===== config.mk =====
export PLATFORM = sky130hd
export DESIGN_NAME = qft3_pipe_ctrl
export DESIGN_NICKNAME = d
export VERILOG_FILES = /design/src/rtl/qft3_pipe_ctrl_pkg.sv /design/src/rtl/qft3_pipe_ctrl_result_fifo.sv /design/src/rtl/qft3_pipe_ctrl.sv
export SDC_FILE = /design/constraint.sdc
export NUM_CORES = 1
export LEC_CHECK = 0
export ABC_AREA = 1
export BUFFER_PORTS_ARGS = -buffer_cell sky130_fd_sc_hd__buf_4
export CORE_MARGIN = 10
export CORE_UTILIZATION = 53
export DETAILED_ROUTE_END_ITERATION = 6
export PLACE_DENSITY_LB_ADDON = 0.08
export SLEW_MARGIN = 20
export SYNTH_ARGS = -nofsm -noshare
export SYNTH_HDL_FRONTEND = slang
export SYNTH_SLANG_ARGS = --single-unit

===== constraint.sdc =====
create_clock -name clk -period 6.5 [get_ports clk]
set_input_delay 0.325 -clock clk [delete_from_list [all_inputs] [get_ports clk]]
set_output_delay 0.325 -clock clk [all_outputs]
set_load 0.01 [all_outputs]

===== src/rtl/qft3_pipe_ctrl_pkg.sv =====
// Shared fixed-point parameter header for the QFT3 pipeline controller slice.
package qft3_pipe_ctrl_pkg;

    // 16 complex amplitudes, each TOTAL_WIDTH bits in the flattened result vector
    localparam int unsigned AMP_COUNT   = 16;
    localparam int unsigned TOTAL_WIDTH = 8;
    localparam int unsigned QFT_DATA_W  = AMP_COUNT * TOTAL_WIDTH;

    // Capture-to-result latency of the free-running QFT datapath
    localparam int unsigned QFT_LATENCY = 26;

    // Per-edge operation applied to the result FIFO
    typedef enum logic [1:0] {
        FIFO_IDLE = 2'b00,
        FIFO_POP  = 2'b01,
        FIFO_PUSH = 2'b10,
        FIFO_BOTH = 2'b11
    } fifo_op_e;

endpackage


===== src/rtl/qft3_pipe_ctrl_result_fifo.sv =====
// Result FIFO: power-of-two ring buffer with occupancy count and drop flag.
module qft3_result_fifo
    import qft3_pipe_ctrl_pkg::*;
#(
    parameter int unsigned DEPTH = 4,
    parameter int unsigned WIDTH = 8
) (
    input  logic                           clk,
    input  logic                           rst,
    input  logic                           clr,
    input  logic                           push,
    input  logic                           pop,
    input  logic [WIDTH-1:0]               wr_data,
    output logic                           rd_valid,
    output logic [WIDTH-1:0]               rd_data,
    output logic [$clog2(DEPTH+1)-1:0]     count,
    output logic                           full,
    output logic                           drop
);

    localparam int unsigned PW = $clog2(DEPTH);
    localparam int unsigned CW = $clog2(DEPTH+1);

    logic [PW-1:0]    wr_ptr;
    logic [PW-1:0]    rd_ptr;
    logic [WIDTH-1:0] mem [DEPTH];
    logic             do_push;
    logic             do_pop;
    fifo_op_e         op;

    assign rd_valid = (count != '0);
    assign full     = (count == CW'(DEPTH));
    // Head is forced to zero when empty so reset/flush present clean outputs
    assign rd_data  = rd_valid ? mem[rd_ptr] : '0;

    // Decode the edge operation; a push into a full FIFO only lands if the head leaves too
    always_comb begin
        do_pop  = pop & rd_valid;
        do_push = push & (~full | do_pop);
        drop    = push & full & ~do_pop & ~clr;
        op      = FIFO_IDLE;
        if (do_push && do_pop)
            op = FIFO_BOTH;
        else if (do_push)
            op = FIFO_PUSH;
        else if (do_pop)
            op = FIFO_POP;
    end

    // Pointer and occupancy update; pointers wrap naturally at DEPTH
    always_ff @(posedge clk or posedge rst) begin
        if (rst) begin
            wr_ptr <= '0;
            rd_ptr <= '0;
            count  <= '0;
        end else if (clr) begin
            wr_ptr <= '0;
            rd_ptr <= '0;
            count  <= '0;
        end else begin
            unique case (op)
                FIFO_PUSH: begin
                    wr_ptr <= wr_ptr + 1'b1;
                    count  <= count + 1'b1;
                end
                FIFO_POP: begin
                    rd_ptr <= rd_ptr + 1'b1;
                    count  <= count - 1'b1;
                end
                FIFO_BOTH: begin
                    wr_ptr <= wr_ptr + 1'b1;
                    rd_ptr <= rd_ptr + 1'b1;
                end
                default: ;
            endcase
        end
    end

    // Storage array, written at the tail on an accepted push
    always_ff @(posedge clk) begin
        if (do_push && !clr)
            mem[wr_ptr] <= wr_data;
    end

endmodule


===== src/rtl/qft3_pipe_ctrl.sv =====
// QFT3 pipeline controller: credit-based admission, valid/tag delay line
// matching the datapath latency, and capture of results into a FIFO.
module qft3_pipe_ctrl
    import qft3_pipe_ctrl_pkg::*;
#(
    parameter int unsigned LATENCY = QFT_LATENCY,
    parameter int unsigned DEPTH   = 4,
    parameter int unsigned DATA_W  = QFT_DATA_W,
    parameter int unsigned TAG_W   = 4
) (
    input  logic                         clk,
    input  logic                         rst,
    input  logic                         flush,
    input  logic                         in_valid,
    input  logic [TAG_W-1:0]             in_tag,
    output logic                         in_ready,
    input  logic [DATA_W-1:0]            res_data,
    output logic                         out_valid,
    output logic [DATA_W-1:0]            out_data,
    output logic [TAG_W-1:0]             out_tag,
    input  logic                         out_ready,
    output logic [$clog2(LATENCY+1)-1:0] inflight,
    output logic                         ovf_err
);

    localparam int unsigned IW = $clog2(LATENCY+1);
    localparam int unsigned CW = $clog2(DEPTH+1);

    logic             vld_line [LATENCY];
    logic [TAG_W-1:0] tag_line [LATENCY];

    logic             accept;
    logic             cap_en;
    logic             pop_ok;
    logic             push_ok;
    logic [IW-1:0]    inflight_nxt;
    logic [CW-1:0]    fifo_cnt_nxt;
    logic             in_ready_nxt;

    logic [CW-1:0]    fifo_count;
    logic             fifo_full;
    logic             fifo_drop;

    assign accept = in_valid & in_ready & ~flush;
    assign cap_en = vld_line[LATENCY-1];
    assign pop_ok = out_valid & out_ready;

    // Occupancy after this edge: in_ready is registered from these so it
    // reflects accept/pop/capture of the same edge without a comb path to in_valid
    always_comb begin
        push_ok      = cap_en & (~fifo_full | pop_ok);
        inflight_nxt = inflight;
        fifo_cnt_nxt = fifo_count;
        if (flush) begin
            inflight_nxt = '0;
            fifo_cnt_nxt = '0;
        end else begin
            if (accept && !cap_en)
                inflight_nxt = inflight + 1'b1;
            else if (!accept && cap_en)
                inflight_nxt = inflight - 1'b1;
            if (push_ok && !pop_ok)
                fifo_cnt_nxt = fifo_count + 1'b1;
            else if (!push_ok && pop_ok)
                fifo_cnt_nxt = fifo_count - 1'b1;
        end
        in_ready_nxt = (32'(inflight_nxt) + 32'(fifo_cnt_nxt)) < 32'(DEPTH);
    end

    // Valid/tag delay line tracking each accepted sample through the datapath
    always_ff @(posedge clk or posedge rst) begin
        if (rst) begin
            for (int unsigned i = 0; i < LATENCY; i++) begin
                vld_line[i] <= 1'b0;
                tag_line[i] <= '0;
            end
        end else if (flush) begin
            for (int unsigned i = 0; i < LATENCY; i++) begin
                vld_line[i] <= 1'b0;
                tag_line[i] <= '0;
            end
        end else begin
            vld_line[0] <= accept;
            tag_line[0] <= in_tag;
            for (int unsigned i = 1; i < LATENCY; i++) begin
                vld_line[i] <= vld_line[i-1];
                tag_line[i] <= tag_line[i-1];
            end
        end
    end

    // Credit state, admission flag and sticky overflow flag
    always_ff @(posedge clk or posedge rst) begin
        if (rst) begin
            inflight <= '0;
            in_ready <= 1'b0;
            ovf_err  <= 1'b0;
        end else begin
            inflight <= inflight_nxt;
            in_ready <= in_ready_nxt;
            ovf_err  <= ovf_err | fifo_drop;
        end
    end

    qft3_result_fifo #(
        .DEPTH (DEPTH),
        .WIDTH (DATA_W + TAG_W)
    ) u_fifo (
        .clk      (clk),
        .rst      (rst),
        .clr      (flush),
        .push     (cap_en),
        .pop      (out_ready),
        .wr_data  ({tag_line[LATENCY-1], res_data}),
        .rd_valid (out_valid),
        .rd_data  ({out_tag, out_data}),
        .count    (fifo_count),
        .full     (fifo_full),
        .drop     (fifo_drop)
    );

endmodule


Yosys cells after proc, flatten, opt, wreduce, memory -nomap -nowiden
Memory sizes are Yosys's and may differ from the RTL's.
Cells that the tools add are included.
{ "word_totals": {"in_bits": 137, "mem_count": 1, "out_inout_bits": 140, "ff_bits": 144, "ramBits": 528} }
{ "op_classes": {"n_reduce_logical": 17, "addsub": 7, "eq_ne": 4, "mux": 20, "magnitude_cmp": 1, "bitwise": 12} }
{ "memory_table": {"columns": ["memory", "words", "word_bits", "rd", "rd_clocked_by_memory_dff", "wr", "line_no", "rtl"], "rows": [
  ["u_fifo.mem", 4, 132, 1, 0, 1, "qft3_pipe_ctrl_result_fifo.sv:26", "logic [WIDTH-1:0] mem [DEPTH];"]
]} }
{ "ops": {"columns": ["operator", "count"], "rows": [
  ["$mux 132", 1],
  ["$mux 104", 1],
  ["$mux 26", 1],
  ["$mux 5", 3],
  ["$mux 2", 6],
  ["$mux 3", 4],
  ["$and 1x1->1", 7],
  ["$add 5x3->6", 1],
  ["$logic_and 1x1->1", 6],
  ["$lt 6x3->1 const B", 1],
  ["$pmux 3 s2", 1],
  ["$reduce_bool 3->1", 2],
  ["$add 5x1->5 const B", 1],
  ["$logic_not 1->1", 5],
  ["$sub 5x1->5 const B", 1],
  ["$add 2x1->2 const B", 2],
  ["$eq 2x2->1 const B", 2],
  ["$reduce_bool 2->1", 2],
  ["$reduce_or 2->1", 2],
  ["$add 3x1->3 const B", 1],
  ["$eq 3x3->1 const B", 1],
  ["$mux 1", 3],
  ["$not 1->1", 3],
  ["$sub 3x1->3 const B", 1],
  ["other kinds (2)", 3]
]} }

Depth between registers and ports, before layout
Gate-level depths: netlist of run 1.
{ "logic_depth": {"ltp_word": 11, "ltp_mapped": 13, "ltp_nobuf": 13} }

Cells and area by module
A second synthesis of run 1 with hierarchy kept.
{ "unflattened": {"hier_cells": 2115, "area_unflattened_um2": 25838.5} }
{ "modules_own_cells": {"columns": ["mod", "cells_per_inst", "instances", "seq_area_each_um2", "area_each_um2"], "rows": [
  ["qft3_result_fifo", 1627, 1, 16030.4, 20922.6],
  ["qft3_pipe_ctrl", 488, 1, 3428.3, 4916.0]
]} }

Worst setup path before layout of run 1
No wires, ideal clock.
{ "synth_timing": {"path_type": "register to register", "from": "reg u_fifo.count[0]", "to": "mem u_fifo.mem[0][0] (netlist bit), enable pin", "t_required_ns": 5.875, "arrival_ns": 6.525, "synth_period_minus_slack_ns": 7.150, "path_slack_ns": -0.650, "n_path_buf": 0, "path_stages_with_launch": 8, "path_cell_list": "dfrtp_1 -> inv_1 -> ha_1 -> nand3b_1 -> nand2_1 -> inv_2 -> nand2_1 -> nor2_1"} }
{ "synth_via": {"elab_chain_len": 7, "elab_cells_between_ends": 9, "cone_classes": "eq/ne: 1; mux: 2; bitwise: 4; reduce/logical: 2"} }
{ "synth_rtl": {"columns": ["item", "line_no", "rtl"], "rows": [
  ["start, declared", "qft3_pipe_ctrl_result_fifo.sv:16", "output logic [$clog2(DEPTH+1)-1:0] count,"],
  ["start signal, assigned", "qft3_pipe_ctrl_result_fifo.sv:64", "count <= count + 1'b1;"],
  ["start signal, assigned", "qft3_pipe_ctrl_result_fifo.sv:68", "count <= count - 1'b1;"],
  ["$reduce_bool 3->1 or $eq 3x3->1 (tied branches)", "qft3_pipe_ctrl_result_fifo.sv:31, qft3_pipe_ctrl_result_fifo.sv:32", null],
  ["$and 1x1->1 or $not 1->1 (tied branches)", "qft3_pipe_ctrl_result_fifo.sv:38, qft3_pipe_ctrl_result_fifo.sv:39", null],
  ["$or 1x1->1 (*)", "qft3_pipe_ctrl_result_fifo.sv:39", "do_push = push & (~full | do_pop);"],
  ["$and 1x1->1 (*)", "qft3_pipe_ctrl_result_fifo.sv:39", null],
  ["$logic_and 1x1->1 (*)", "qft3_pipe_ctrl_result_fifo.sv:81", "if (do_push && !clr)"],
  ["$mux 1 (*)", "qft3_pipe_ctrl_result_fifo.sv:81", null],
  ["$mux 1 (implied by the code) (*)", "qft3_pipe_ctrl_result_fifo.sv:82", "mem[wr_ptr] <= wr_data;"],
  ["end, declared", "qft3_pipe_ctrl_result_fifo.sv:26", null]
]} }
Every way passes the cells marked *; elsewhere a longest branch is shown, timed or not.

Worst setup path after layout of run 1
{ "layout_timing": {"from": "reg u_fifo.rd_ptr[0]", "to": "out out_data[27]"} }
{ "layout_via": {"elab_chain_len": 2} }
{ "layout_rtl": {"columns": ["item", "line_no", "rtl"], "rows": [
  ["start, declared", "qft3_pipe_ctrl_result_fifo.sv:25", "logic [PW-1:0] rd_ptr;"],
  ["start signal, assigned", "qft3_pipe_ctrl_result_fifo.sv:67", "rd_ptr <= rd_ptr + 1'b1;"],
  ["start signal, assigned", "qft3_pipe_ctrl_result_fifo.sv:72", "rd_ptr <= rd_ptr + 1'b1;"],
  ["$mem_v2 4x132", null, null],
  ["$mux 132", "qft3_pipe_ctrl_result_fifo.sv:34", "assign rd_data = rd_valid ? mem[rd_ptr] : '0;"],
  ["end, declared", "qft3_pipe_ctrl.sv:19", "output logic [DATA_W-1:0] out_data,"]
]} }
Every way passes these cells.

==> results of run 1 <==
==> stage by stage <==
stage               total power (W)  cell area, um^2  worst slack, ns  cells  hold WS (ns)
finish                      0.00976            31600             2.42   3137        0.0621
global route                 0.0102            31600             2.16   3134        0.0600
CTS                         0.00987            31600             2.46   3134        0.0285
detailed placement          0.00601            28100             3.09   2880         0.444
global placement            0.00600            28100             3.16   2880         0.437
floorplan                   0.00542            25600           -0.650   2090         0.424
==> Yosys cell counts (2+ instances only) <==
cell | instances | area (um^2)
buf_4 | 18 | 135
buf_1 | 4 | 15.0
nand2_4 | 3 | 33.8
o21ai_1 | 32 | 160
dfrtp_1 | 144 | 3600
buf_6 | 2 | 22.5
buf_2 | 50 | 250
inv_1 | 145 | 544
inv_2 | 7 | 26.3
a21oi_1 | 137 | 686
nor3_1 | 2 | 10.0
ha_1 | 11 | 138
clkbuf_1 | 40 | 150
nor2_1 | 670 | 2510
o21ai_0 | 241 | 1210
edfxtp_1 | 528 | 15900
nand3_1 | 14 | 70.1
nor2_4 | 3 | 33.8
clkbuf_2 | 4 | 20.0
nand2_2 | 3 | 18.8
nand2_1 | 23 | 86.3
nand4_1 | 2 | 12.5
==> registers in the layout (all words and copies together) (netlist names) <==
register	count
u_fifo.wr_ptr	2
ovf_err	1
tag_line	104
inflight	5
u_fifo.rd_ptr	2
u_fifo.count	3
cap_en	1
u_fifo.mem	528
vld_line	25
in_ready	1
==> kinds of logic (layout without fill, tap and decap cells) <==
family          after synthesis  after routing  share of synthesized area (%)
compound gates              413            413                           8.09
xor+xnor                      1              1                         0.0342
fa+ha+maj                    11             11                          0.537
buf+inv                     271            700                           4.56
flops                       672            672                           75.9
other cells                   0              3                              0
simple gates                722            722                           10.9
==> layout by cell type (no fill, tap or decap), types with 3 or more instances in the layout <==
master	n
a21oi_1	137
edfxtp_1	528
nor2_4	7
inv_2	5
nand2_2	3
clkbuf_16	71
nand2_1	23
clkbuf_8	3
clkinv_1	5
o21ai_1	32
nor2_1	666
clkbuf_1	27
nand2_4	3
inv_6	3
ha_1	11
clkinv_2	7
o21ai_0	241
bufinv_16	5
buf_4	292
dfrtp_1	142
nand3_1	14
diode_2	3
inv_1	144
dlygate4sd3_1	133
==> power by group through the flow <==
stage	sequential (W)	clock, W	combinational [W]
CTS	0.00469	0.00387	0.00131
floorplan	0.00475	0	0.000674
global placement	0.00477	0	0.00122
global route	0.00469	0.00405	0.00142
finish	0.00469	0.00378	0.00129
detailed placement	0.00477	0	0.00124
==> worst min-delay path, stage by stage <==
cell,delay [ns]
buf_4,0.10
nand3b_1,0.12
o21bai_1,0.06
==> routing by layer <==
metal	up-vias	track usage, %	wire length, um
li1	7811	-	-
met1	7963	26.0	24000
met2	442	33.8	29200
met3	81	3.50	3480
met4	2	7.02	1370
met5	-	0	17
==> worst paths after layout <==
path / end / depth (start not counted) / startpoint
setup / recovery: out_data[27] / 5 / u_fifo.rd_ptr[0]$_DFFE_PP0P_
hold / removal: ovf_err$_DFF_PP0_ / 3 / out_ready
setup reg to reg: u_fifo.mem[3][79]$_DFFE_PP_ / 8 / u_fifo.count[0]$_DFFE_PP0P_
hold reg to reg: vld_line[6]$_DFF_PP0_ / 2 / vld_line[7]$_DFF_PP0_
max in group asynchronous: u_fifo.rd_ptr[1]$_DFFE_PP0P_ / 4 / rst
min in group asynchronous: inflight[2]$_DFF_PP0_ / 3 / rst
==> area by class of cell <==
class                           instances  share of cell area, %
Clock buffer                          101                   6.08
Tap cell                              615                   2.44
Clock inverter                         20                  0.729
Inverter                              153                   1.87
Timing Repair Buffer                  426                   11.2
Multi-Input combinational cell       1147                   16.0
Sequential cell                       672                   61.7
Antenna cell                            3                 0.0238
==> results.yml, run 1 <==
clocking:
  cts_max_level: 3
  cts_tree: "done"
  cts_hold_buf: 133
  clk_pin_slew_ns: 0.06
  cts_max_path_buffers: 3
  clk_latency_ns: 0.59
  cts_resized: 0
  numCtsBuffers: 69
  post_cts_buffers: 0
  cts_sinks: 672
  root_buffer: "clkbuf_16"
power:
  pwr-share-comb_pct: 13.3
  p_int_w: 0.00739
  switchingPower_w: 0.00237
  p_sw_share_pct: 24.3
  leakage_nw: 12.1
  peakVddDrop_mv: 0.216
  pwr-share-seq_pct: 48.0
  power_density_nw_per_um2: 309
  clkPwrFrac_pct: 38.7
setup_path:
  startpoint_type: "flop"
  endpoint_kind: "output pin"
  ff2ff_setup_slack_ns: 3.13
  cpPeakStageDelay_ns: 0.77
  critPathMaxFanout: 130
  worstPathArrival_ns: 3.76
  path_class: "flop to output pin"
  crit_chain: "inv_6, buf_4, o21ai_0, a21oi_1, buf_4"
  critPathRequiredTime_ns: 6.17
  path_buf_inv: 3
  crit_family: "buffers and inverters"
  crit_slowest_cell: "buf_4"
  crit_top_cell: "buf_4"
synthesis:
  synth_nets: 2238
  synth_edf_count: 528
  yosys_warnings: 0
  ys_ff_latch: 672
  avgSynthCellArea_um2: 12.3
  ys.flop_type: "edfxtp_1"
  ys_seq_area_share_pct: 75.9
  synth_area_um2: 25600
  ys_types: 29
  async_flop_share_pct: 21.4
  synthCells: 2090
timing:
  fin_setup_tns_ns: 0
  rsz0062_at_grt: "no"
  hold_viol_final: 0
  setup_viol: 0
  drv_slew: 0
  fmax_mhz: 245
  skew_ns: 0.0203
  slew_headroom_pct: 27.6
  fin_crit_ns: 4.08
  worst_pin_slew_ns: 1.09
  finalCritPeriodShare_pct: 62.8
placement:
  io_buffer_count: 276
  hpwl_mm: 31.5
  gp_routability_congestion: 0.778
cells_and_area:
  seqCellArea_um2: 19500
  fin_nets: 2617
  drive_gt1_share_pct: 16.1
  area_delta_synth_final_pct: 23.1
  multi_input_area_um2: 5050
  utilization_pct: 66.1
  fill_cells: 3529
global_route:
  antenna_found_initial: 1
  grt_pass1_wl_mm: 91.1
  grt_max_degree: 208
  grt_usage_pct: 20.1
  grt-ovfl-total: 0
  grt_pass1_vias: 16600
floorplanning:
  die_w_um: 240
  rows: 80
  die_h_um: 240
  coreArea_um2: 47700
  dieArea_um2: 57600
  start_util_pct: 53.7
  io_pins: 277
drt:
  drc_errors: 0
  vias: 16300
  viasPerCell: 5.20
  drt_iter0_markers: 1315
  wl_mm: 58.1
  drtAntennaViolNets: 0
  drtPass1Iterations: 6
  avgRoutedWirePerCell_um: 18.5
run:
  drv_cap: 0
worst_hold_path:
  hp-class: "input pin to flop"
run_status:
  status: "finished clean"
Note: power is estimated with default switching activity, not from simulation.
==> inputs of run 2 (changes only) <==
- clock period: 6.5 -> 3.5 ns (I/O delays scaled with it)
==> results.yml, run 2 (same netlist as run 1, synthesis figures left out) <==
floorplanning:
  io_pins: 277
  coreArea_um2: 47700
  rows: 80
  die_w_um: 240
  dieArea_um2: 57600
  die_h_um: 240
  start_util_pct: 53.7
global_route:
  grt_usage_pct: 20.0
  grt-ovfl-total: 0
  grt_pass1_wl_mm: 90.9
  grt_max_degree: 151
  antenna_found_initial: 3
  grt_pass1_vias: 16400
cells_and_area:
  fin_nets: 2635
  utilization_pct: 67.0
  fill_cells: 3505
  stdcell_count: 3158
  layout_commonest_cell: "nor2_1"
  drive_gt1_share_pct: 16.9
  regMostFlops: "u_fifo.mem"
  area_delta_synth_final_pct: 24.7
  top_regs: "u_fifo.mem x528, tag_line x104, vld_line x25"
  multi_input_area_um2: 5050
  largest_reg_flops: 528
  mostFrequentLayoutCells: "666 x nor2_1, 528 x edfxtp_1, 288 x buf_4, 241 x o21ai_0, 144 x inv_1"
  seqCellArea_um2: 19500
setup_path:
  startpoint_type: "flop"
  worstPathArrival_ns: 2.71
  path_class: "flop to output pin"
  endpoint_kind: "output pin"
  critPathRequiredTime_ns: 3.32
  critPathMaxFanout: 78
drt:
  drc_errors: 0
  drt_iter0_markers: 1245
  viasPerCell: 5.17
  wl_mm: 57.7
  vias: 16300
  avgRoutedWirePerCell_um: 18.3
  drtAntennaViolNets: 0
  drtPass1Iterations: 5
clocking:
  clk_pin_slew_ns: 0.06
  cts_resized: 0
  cts_sinks: 672
  clk_latency_ns: 0.60
  cts_max_path_buffers: 3
  root_buffer: "clkbuf_16"
  cts_max_level: 3
  cts_hold_buf: 141
  cts_tree: "done"
  post_cts_buffers: 0
  numCtsBuffers: 68
power:
  peakVddDrop_mv: 0.435
  power_density_nw_per_um2: 572
  leakage_nw: 12.3
worst_hold_path:
  hp-class: "input pin to asynchronous set/reset pin"
timing:
  skew_ns: 0.0138
  setup_viol: 0
  worst_pin_slew_ns: 0.975
  fin_setup_tns_ns: 0
  slew_headroom_pct: 35.0
  finalCritPeriodShare_pct: 82.6
  fmax_mhz: 346
  drv_slew: 0
  fin_crit_ns: 2.89
  finalHoldWorstSlack_ns: 0.0759
  rsz0062_at_grt: "no"
  hold_viol_final: 0
placement:
  gp_routability_congestion: 0.781
  hpwl_mm: 31.2
  dp_cells: 2890
  io_buffer_count: 276
run_status:
  status: "finished clean"
run:
  drv_cap: 0
==> run 2: cell count changes in the layout (fill, tap and decap cells not counted) <==
cell / change
clkinv_1: -1
clkbuf_1: -8
buf_16: +1
inv_6: +2
clkinvlp_4: +3
clkinv_8: +1
clkinv_4: -1
buf_12: +14
buf_4: -4
clkinv_2: +6
dlygate4sd3_1: +8
==> run 2: through the flow <==
step                      setup slack, ns  total power (W)  instance area (um^2)
after CTS                           0.576           0.0185                 31900
after global placement               1.01           0.0112                 28300
after detailed placement            0.967           0.0112                 28300
after floorplan                     -1.47           0.0101                 25700
final                               0.610           0.0183                 32000
after global routing                0.368           0.0191                 32000
==> run 2: final cells by class <==
| cell class | instances | area share (%) |
|---|---|---|
| Tap cell | 615 | 2.41 |
| Timing Repair Buffer | 445 | 12.2 |
| Antenna cell | 3 | 0.0235 |
| Multi-Input combinational cell | 1147 | 15.8 |
| Clock buffer | 93 | 5.91 |
| Inverter | 153 | 1.84 |
| Clock inverter | 30 | 0.955 |
| Sequential cell | 672 | 60.9 |
==> run 2: report_power, final <==
| part | total [W] | internal [W] | switching (W) |
|---|---|---|---|
| sequential | 0.00866 | 0.00864 | 0.0000190 |
| clock | 0.00712 | 0.00418 | 0.00295 |
| combinational | 0.00253 | 0.000974 | 0.00155 |
| total | 0.0183 | 0.0138 | 0.00452 |
==> run 2: worst paths after layout <==
kind	startpoint	end	slack, ns	cells after the start
min in group clk	res_data[31]	u_fifo.mem[1][31]$_DFFE_PP_	0.33	2
max reg2reg	u_fifo.count[0]$_DFFE_PP0P_	u_fifo.mem[0][69]$_DFFE_PP_	0.97	8
max	u_fifo.rd_ptr[0]$_DFFE_PP0P_	out_data[86]	0.61	5
max in group asynchronous	rst	u_fifo.rd_ptr[0]$_DFFE_PP0P_	2.77	4
min reg2reg	tag_line[20]$_DFF_PP0_	tag_line[16]$_DFF_PP0_	0.45	2
min	rst	vld_line[25]$_DFF_PP0_	0.08	3
==> run 2: layer usage <==
metal	up-vias	track usage (%)	routed length [um]
li1	7863	-	-
met1	7941	25.8	24300
met2	438	33.1	28300
met3	91	5.00	3910
met4	4	5.39	1140
met5	-	0	22
==> run 2: worst max-delay path, cell delays in order (launching register included) <==
cell and delay [ns]:
dfrtp_4 0.53, inv_6 0.45, buf_4 0.45, o21ai_0 0.15, a21oi_1 0.31, buf_4 0.19
